[src/rtl/csync_vsync_sep_pkg.sv]
// Shared state encoding, boolean constants and the us-to-clocks conversion
// used by the csync_vsync_sep sync separator.
`ifndef CSYNC_VSYNC_SEP_PKG_SV
`define CSYNC_VSYNC_SEP_PKG_SV

`define CSV_US_TO_CLK(freq, us) ((((freq) / 1000) * (us)) / 1000)

package csync_vsync_sep_pkg;

  localparam logic TRUE  = 1'b1;
  localparam logic FALSE = 1'b0;

  typedef enum logic [1:0] {
    SEARCH = 2'd0,
    LINE   = 2'd1,
    VCAND  = 2'd2,
    VSYNC  = 2'd3
  } sep_state_t;

endpackage

`endif

[src/rtl/csync_vsync_sep_pulse_width_meter.sv]
// Synchroniser, optional 3-tap majority glitch filter (GLITCH_FILTER_EN),
// edge detection and low-pulse width counter for the sync separator.
module pulse_width_meter
  import csync_vsync_sep_pkg::*;
#(
  parameter int CNT_W = 16
) (
  input  logic             clk_in,
  input  logic             rst_in,
  input  logic             csync_in,
  output logic             csync_s,
  output logic             rise_evt,
  output logic             edge_evt,
  output logic [CNT_W-1:0] width
);

  logic sync_meta;
  logic sync_q;
  logic csync_f;
  logic csync_d;
  logic fall_evt;

  always_ff @(posedge clk_in) begin
    if (rst_in) begin
      sync_meta <= TRUE;
      sync_q    <= TRUE;
    end else begin
      sync_meta <= csync_in;
      sync_q    <= sync_meta;
    end
  end

`ifdef GLITCH_FILTER_EN
  logic hist1;
  logic hist2;
  logic filt_q;

  // Registered majority of three consecutive samples: an edge moves two clocks later.
  always_ff @(posedge clk_in) begin
    if (rst_in) begin
      hist1  <= TRUE;
      hist2  <= TRUE;
      filt_q <= TRUE;
    end else begin
      hist1  <= sync_q;
      hist2  <= hist1;
      filt_q <= (sync_q & hist1) | (sync_q & hist2) | (hist1 & hist2);
    end
  end

  assign csync_f = filt_q;
`else
  assign csync_f = sync_q;
`endif

  always_ff @(posedge clk_in) begin
    if (rst_in) begin
      csync_d <= TRUE;
    end else begin
      csync_d <= csync_f;
    end
  end

  assign rise_evt = csync_f & ~csync_d;
  assign fall_evt = ~csync_f & csync_d;
  assign edge_evt = csync_f ^ csync_d;
  assign csync_s  = csync_f;

  // The falling-edge cycle counts as the first low cycle.
  always_ff @(posedge clk_in) begin
    if (rst_in) begin
      width <= '0;
    end else if (fall_evt) begin
      width <= CNT_W'(1);
    end else if (!csync_f && (width != '1)) begin
      width <= width + CNT_W'(1);
    end
  end

endmodule

[src/rtl/csync_vsync_sep.sv]
// Composite sync separator: classifies CSYNC low pulses as short or broad and
// derives active-low VSYNC plus a signal-present flag. Filter: GLITCH_FILTER_EN.
//   state  | meaning
//   SEARCH | no valid sync, waiting for a short pulse
//   LINE   | locked on line sync
//   VCAND  | counting consecutive broad pulses
//   VSYNC  | vertical interval, vsync_out low
module csync_vsync_sep
  import csync_vsync_sep_pkg::*;
#(
  parameter int CLK_FREQ     = 250_000,
  parameter int BROAD_MIN_US = 16,
  parameter int BROAD_N      = 3,
  parameter int TIMEOUT_US   = 200,
  parameter int CNT_W        = 16
) (
  input  logic clk_in,
  input  logic rst_in,
  input  logic csync_in,
  output logic csync_out,
  output logic vsync_out,
  output logic signal_ok_out
);

  localparam int BROAD_MIN_CLK = `CSV_US_TO_CLK(CLK_FREQ, BROAD_MIN_US);
  localparam int TIMEOUT_CLK   = `CSV_US_TO_CLK(CLK_FREQ, TIMEOUT_US);
  localparam int BCNT_W        = $clog2(BROAD_N + 1);

  localparam logic [CNT_W-1:0]  BROAD_MIN_W = CNT_W'(BROAD_MIN_CLK);
  localparam logic [CNT_W-1:0]  TOUT_LAST   = CNT_W'(TIMEOUT_CLK - 1);
  localparam logic [BCNT_W-1:0] BROAD_N_W   = BCNT_W'(BROAD_N);

  sep_state_t        state_q, state_d;
  logic [BCNT_W-1:0] bcnt_q, bcnt_d;
  logic              vsync_q, vsync_d;
  logic              ok_q, ok_d;
  logic [CNT_W-1:0]  tout_q;
  logic [CNT_W-1:0]  width;
  logic              csync_s;
  logic              rise_evt;
  logic              edge_evt;
  logic              is_broad;
  logic              is_short;
  logic              tout_hit;

  pulse_width_meter #(.CNT_W(CNT_W)) u_meter (
    .clk_in   (clk_in),
    .rst_in   (rst_in),
    .csync_in (csync_in),
    .csync_s  (csync_s),
    .rise_evt (rise_evt),
    .edge_evt (edge_evt),
    .width    (width)
  );

  assign is_broad = rise_evt && (width >= BROAD_MIN_W);
  assign is_short = rise_evt && (width < BROAD_MIN_W);
  // An edge clears the timer, so it always beats a simultaneous timeout.
  assign tout_hit = !edge_evt && (tout_q >= TOUT_LAST);

  always_ff @(posedge clk_in) begin
    if (rst_in) begin
      tout_q <= '0;
    end else if (edge_evt) begin
      tout_q <= '0;
    end else if (tout_q != '1) begin
      tout_q <= tout_q + CNT_W'(1);
    end
  end

  always_ff @(posedge clk_in) begin
    if (rst_in) begin
      state_q <= SEARCH;
      bcnt_q  <= '0;
      vsync_q <= TRUE;
      ok_q    <= FALSE;
    end else begin
      state_q <= state_d;
      bcnt_q  <= bcnt_d;
      vsync_q <= vsync_d;
      ok_q    <= ok_d;
    end
  end

  always_comb begin
    state_d = state_q;
    bcnt_d  = bcnt_q;
    vsync_d = vsync_q;
    ok_d    = ok_q;
    if (tout_hit) begin
      state_d = SEARCH;
      bcnt_d  = '0;
      vsync_d = TRUE;
      ok_d    = FALSE;
    end else begin
      case (state_q)
        SEARCH: begin
          if (is_short) begin
            state_d = LINE;
            ok_d    = TRUE;
          end
        end
        LINE: begin
          if (is_broad) begin
            if (BROAD_N == 1) begin
              state_d = VSYNC;
              bcnt_d  = BROAD_N_W;
              vsync_d = FALSE;
            end else begin
              state_d = VCAND;
              bcnt_d  = BCNT_W'(1);
            end
          end
        end
        VCAND: begin
          if (is_broad) begin
            bcnt_d = bcnt_q + BCNT_W'(1);
            if ((bcnt_q + BCNT_W'(1)) == BROAD_N_W) begin
              state_d = VSYNC;
              vsync_d = FALSE;
            end
          end else if (is_short) begin
            state_d = LINE;
            bcnt_d  = '0;
          end
        end
        VSYNC: begin
          if (is_short) begin
            state_d = LINE;
            bcnt_d  = '0;
            vsync_d = TRUE;
          end
        end
        default: begin
          state_d = SEARCH;
          bcnt_d  = '0;
          vsync_d = TRUE;
          ok_d    = FALSE;
        end
      endcase
    end
  end

  assign csync_out     = csync_s;
  assign vsync_out     = vsync_q;
  assign signal_ok_out = ok_q;

endmodule
[config.mk]
export PLATFORM = sky130hd
export DESIGN_NAME = csync_vsync_sep
export DESIGN_NICKNAME = d
export VERILOG_FILES = /design/src/rtl/csync_vsync_sep_pkg.sv /design/src/rtl/csync_vsync_sep_pulse_width_meter.sv /design/src/rtl/csync_vsync_sep.sv
export SDC_FILE = /design/constraint.sdc
export NUM_CORES = 1
export LEC_CHECK = 0
export CAP_MARGIN = 20
export CORE_MARGIN = 2
export CORE_UTILIZATION = 35
export DETAILED_ROUTE_END_ITERATION = 7
export PLACE_DENSITY_LB_ADDON = 0.12
export SLEW_MARGIN = 30
export SYNTH_ARGS = -nofsm -noshare
export SYNTH_HDL_FRONTEND = slang
export SYNTH_HIERARCHICAL = 1
export SYNTH_SLANG_ARGS = --single-unit
export TNS_END_PERCENT = 30
[constraint.sdc]
create_clock -name clk_in -period 4.2 [get_ports clk_in]
set_clock_uncertainty 0.1 [all_clocks]
set_input_delay 1.26 -clock clk_in [delete_from_list [all_inputs] [get_ports clk_in]]
set_output_delay 1.26 -clock clk_in [all_outputs]
set_load 0.005 [all_outputs]
==> qor.csv, run 1 <==
metric,value,unit
status,finished clean,
clock root buffer,clkbuf_8,
vias per cell,5.54,
CP Class,reg -> out,
syn_area_per_cell,8.71,um2
pin count of the biggest net entering global routing,15,
Worst Hold Class,reg -> reg,
Top Ports,6,
diode count,0,
Buf/Inv on CP,1,
Tmin final,2.76,ns
Power Total,0.728,mW
number of setup violations in the final report,0,
Worst EP arrival,1.40,ns
row cnt,29,
Port Buffer Count,5,
WP data required,2.84,ns
max-cap viol count,0,
"Hold Vio Cnt, Final",0,
fin cells,346,
Main synth FF type,dfxtp_1,
R2R depth,5,
hold path cells,1,
Die H,84.3,um
CTS tree,yes,
WP depth,1,
placed cell count,338,
RSZ-0062 raised after global routing,false,
Syn Nets,275,
Worst-Margin Slew,0.683,ns
Netlist cell types,54,
routed len/inst,13.9,um
Setup crit start kind,flip-flop,
max-slew violation count,0,
Peak supply drop,0.167,mV
#FFs+latches synth,41,
CP top delay family,buffers and inverters,
initial antenna violation count,0,
mapped cell area,2250,um2
post-DP HPWL,3420,um
global-route wire length before repair,8580,um
number of flops mapped to enable cells by yosys,0,
post-synthesis sequential area ratio,36.4,%
die width,84.3,um
critical-path cell list,clkdlybuf4s50_1,
Residual DRC,0,
crit end category,output pin,
Cells after Synth,259,
worst r2r src,u_meter/width[0]$_SDFFE_PP0P_,
Initial DRC Count,73,
FMAX,363,MHz
CTS Buf Count,5,
Die ar.,7100,um2
Total GRT Usage,14.6,%
cts-stage hold buffer count,0,
H-tree levels,2,
"Largest stage delay, worst path",0.57,ns
Crit-path slowest cell,clkdlybuf4s50_1,
Worst-path clk slew,0.09,ns
final worst-path cycle share,65.6,%
critical path startpoint,u_meter/csync_s$_SDFF_PP1_,
power density over cell area,292,nW/um2
HP Start,u_meter/sync_meta$_SDFF_PP1_,
Initial Utilization,35.9,%
Sink Count,41,
relative slew slack,54.1,%
WL final,4790,um
area delta synth->final,10.4,%
layout cells sized above 1,11.2,%
GPL Wtd Cong,0.799,
Yosys warnings,6,
leakage,0.821,nW
Core Box Area,6280,um2
post-route ant nets,0,
CTS max path bufs,2,
vias in the first global route,1835,
total congestion overflow,0,
Setup TNS Final,0,ns
ys async rst share,0,%
# nets final,284,
"Setup Fix Bufs, Post-CTS",0,
Pre-antenna DRT Iters,4,
post-CTS resize count,0,
worst skew pair latency,0.29,ns
CP Max Fanout,10,
Vias,1917,
[metal layers]
| layer | track usage (%) | routed length, um | vias to the layer above |
|---|---|---|---|
| met2 | 22.5 | 2070 | 26 |
| met1 | 20.3 | 2560 | 894 |
| met4 | 4.84 | 45 | 0 |
| li1 | - | - | 993 |
| met3 | 3.05 | 117 | 4 |
| met5 | 0 | 0 | - |
[sequential cells by signal, summed over array words and instances, names as in the netlist]
register,flops
bcnt_q,2
signal_ok_out,1
state_q,2
tout_q,16
u_meter/csync_d,1
u_meter/csync_s,1
u_meter/sync_meta,1
u_meter/width,16
vsync_out,1
[through the flow]
| step | cell area [um2] | setup WS, ns | util, % | hold WS [ns] |
|---|---|---|---|---|
| 2_1_floorplan | 2250 | 2.13 | - | 0.289 |
| 3_3_place_gp | 2390 | 1.54 | 38.1 | 0.292 |
| 3_5_place_dp | 2400 | 1.52 | 38.2 | 0.297 |
| 4_1_cts | 2490 | 1.41 | 39.7 | 0.319 |
| 5_1_grt | 2490 | 1.33 | 39.7 | 0.329 |
| 6_report | 2490 | 1.44 | 39.7 | 0.314 |
[worst register-to-register path, cell delays in order (launching register included)]
cell and delay (ns):
dfxtp_1 0.40, ha_1 0.23, nand3_1 0.31, o41ai_4 0.79, or3_2 0.23, a21oi_1 0.06
[cells in the final DEF (no fill, tap or decap), types with 2 or more instances in the layout]
cell             Yosys  layout
dfxtp_1             41      41
nor2_1              25      25
a21oi_1             18      18
inv_1               15      15
nand3_1             13      13
ha_1                13      13
nand2_1             12      12
a31oi_1             10      10
nor3_1               9       9
xnor2_1              8       8
o21ai_0              8       8
nor4_1               7       7
nand4_1              6       6
a211oi_1             6       6
or3_1                6       6
or2_2                5       5
and3_1               5       5
clkbuf_8             0       5
clkdlybuf4s50_1      0       5
o31ai_1              4       4
or4_1                4       4
nor4_2               3       3
o41ai_1              3       3
nand3_2              2       2
o211ai_1             2       2
mux2i_1              2       2
xor2_1               2       2
[synthesized netlist by cell type (all sizes together), types with 4 or more instances]
library cell	instances	share of area, %
or4	5	1.8
inv	15	2.5
or2	5	1.4
a21oi	18	4.0
o31ai	4	1.3
nor3	10	2.7
a211oi	6	2.0
and3	5	1.4
nand4	7	2.2
o41ai	4	1.9
o21ai	8	1.8
nand3	15	3.8
a31oi	10	2.8
xnor2	8	3.1
or3	7	2.0
nor4	10	3.6
nor2	26	4.4
nand2	13	2.3
ha	13	7.2
dfxtp	41	36
[kinds of logic after synthesis]
logic type / count (synthesis) / synth area share [%]
AND/OR/NAND/NOR: 112 / 29.6
AO/OA/AOI/OAI: 63 / 18.9
flip-flops: 41 / 36.4
buffers and inverters: 18 / 3.05
adder cells (fa/ha/maj): 13 / 7.21
XOR/XNOR: 10 / 3.88
multiplexers: 2 / 0.888
[area by class of cell]
cell class                      instances  area (um2)
Tap cell                               77        96.3
Multi-Input combinational cell        200        1380
Fill cell                             632        3790
Clock inverter                          3        21.3
Clock buffer                            5        68.8
Inverter                               15        56.3
Sequential cell                        41         821
Timing Repair Buffer                    5        50.0
[power by group]
group / switching (mW) / total [mW] / internal [mW]
Sequential: 0.00783 / 0.403 / 0.395
Combinational: 0.0300 / 0.0516 / 0.0216
Clock: 0.155 / 0.273 / 0.118
[worst paths after layout]
kind                                   endpoint  slack, ns
setup reg to reg  u_meter/width[4]$_SDFFE_PP0P_       1.96
hold / removal       u_meter/csync_s$_SDFF_PP1_       0.31
setup / recovery                      csync_out       1.44
hold reg to reg      u_meter/csync_s$_SDFF_PP1_       0.31
No activity file was read; power rests on OpenSTA's default activity.
==> run 2, diff against run 1 <==
Clock period 4.2 ns to 2.9 ns, I/O delays scaled along.
==> run 2 against run 1 <==
  * Final area is 1.6% higher
  * Non-clock buffer count is 1 higher
  * Count of clock-buffer cells in the layout stayed put
  * Flip-flop and latch count stayed put
  * Cell count is 0.29% higher
  * Critical path depth stayed put
  * Utilization is 0.64 points higher
  * Die area stayed put
  * Worst hold slack better by 0.0017 ns
  * Global-route usage is 0.41 points lower
  * Setup slack worse by 0.91 ns
==> qor.csv, run 2 (synthesis results as in run 1) <==
metric,value,unit
area delta synth->final,12.2,%
Core Box Area,6280,um2
global-route wire length before repair,8330,um
Worst EP arrival,1.40,ns
status,finished clean,
fin cells,347,
max-cap viol count,0,
initial antenna violation count,0,
CTS max path bufs,2,
Initial DRC Count,62,
Vias,1937,
leakage,0.845,nW
largest registers,"tout_q: 16 flops, u_meter/width: 16 flops",
"Largest stage delay, worst path",0.57,ns
Top Ports,6,
RSZ-0062 raised after global routing,false,
CP Class,reg -> out,
WL final,4740,um
post-CTS resize count,0,
# nets final,285,
vias in the first global route,1727,
Die H,84.3,um
post-route ant nets,0,
Tmin final,2.37,ns
"Setup Fix Bufs, Post-CTS",0,
clock root buffer,clkbuf_8,
routed len/inst,13.7,um
relative slew slack,51.4,%
Total GRT Usage,14.2,%
WP data required,1.93,ns
layout cells sized above 1,11.5,%
number of setup violations in the final report,0,
final hold slack,0.316,ns
CP Max Fanout,10,
cts-stage hold buffer count,0,
CTS tree,yes,
pin count of the biggest net entering global routing,14,
CTS Buf Count,5,
Finished Cell Area,2530,um2
vias per cell,5.58,
placed cell count,339,
Port Buffer Count,5,
Peak supply drop,0.371,mV
final worst-path cycle share,81.7,%
Setup TNS Final,0,ns
CP top delay family,buffers and inverters,
Pre-antenna DRT Iters,4,
most frequent cells in the layout,"dfxtp_1 (41), nor2_1 (25), a21oi_1 (18)",
H-tree levels,2,
FMAX,422,MHz
Die ar.,7100,um2
Setup crit start kind,flip-flop,
die width,84.3,um
total congestion overflow,0,
critical-path cell list,clkdlybuf4s50_1,
diode count,0,
max-slew violation count,0,
"Hold Vio Cnt, Final",0,
Crit-path slowest cell,clkdlybuf4s50_1,
post-DP HPWL,3360,um
Worst-Margin Slew,0.724,ns
crit end category,output pin,
Initial Utilization,35.9,%
Residual DRC,0,
Sink Count,41,
Worst Hold Class,reg -> reg,
worst skew pair latency,0.29,ns
Buf/Inv on CP,1,
Worst-path clk slew,0.08,ns
DP Area,2400,um2
"most common cell after layout, fill and taps aside",dfxtp_1,
power density over cell area,479,nW/um2
GPL Wtd Cong,0.809,
row cnt,29,
run 2: final cells by class:
class	count	area (um2)
clock inverter	3	65.1
clock buffer	5	68.8
multi-input combinational	200	1370
inverter	15	56.3
fill	645	3750
timing repair buffer	6	57.6
sequential	41	821
tap	77	96.3
run 2: final timing paths:
check	to	cells past startpoint	startpoint	slack (ns)
setup reg to reg	u_meter/width[15]$_SDFFE_PP0P_	5	u_meter/width[0]$_SDFFE_PP0P_	0.73
hold reg to reg	u_meter/csync_s$_SDFF_PP1_	1	u_meter/sync_meta$_SDFF_PP1_	0.32
setup / recovery	csync_out	1	u_meter/csync_s$_SDFF_PP1_	0.53
hold / removal	u_meter/csync_s$_SDFF_PP1_	1	u_meter/sync_meta$_SDFF_PP1_	0.32
run 2: power by group:
part	total [mW]	leakage (nW)	internal [mW]	switching [mW]
Combinational	0.0735	0.445	0.0314	0.0420
Clock	0.554	0.0681	0.342	0.211
Sequential	0.584	0.332	0.573	0.0112
run 2: per-stage QoR:
step	power [mW]	util, %	worst slack, ns
3_5_place_dp	0.673	38.2	0.627
3_3_place_gp	0.672	38.2	0.637
5_1_grt	1.27	40.3	0.450
6_report	1.21	40.3	0.531
4_1_cts	1.23	40.3	0.505
2_1_floorplan	0.650	-	1.05
run 2: routing by layer:
metal / track usage (%) / wire length [um]
met1: 20.9 / 2550
met2: 20.3 / 2020
met3: 3.24 / 122
met4: 4.40 / 45
met5: 0 / 0
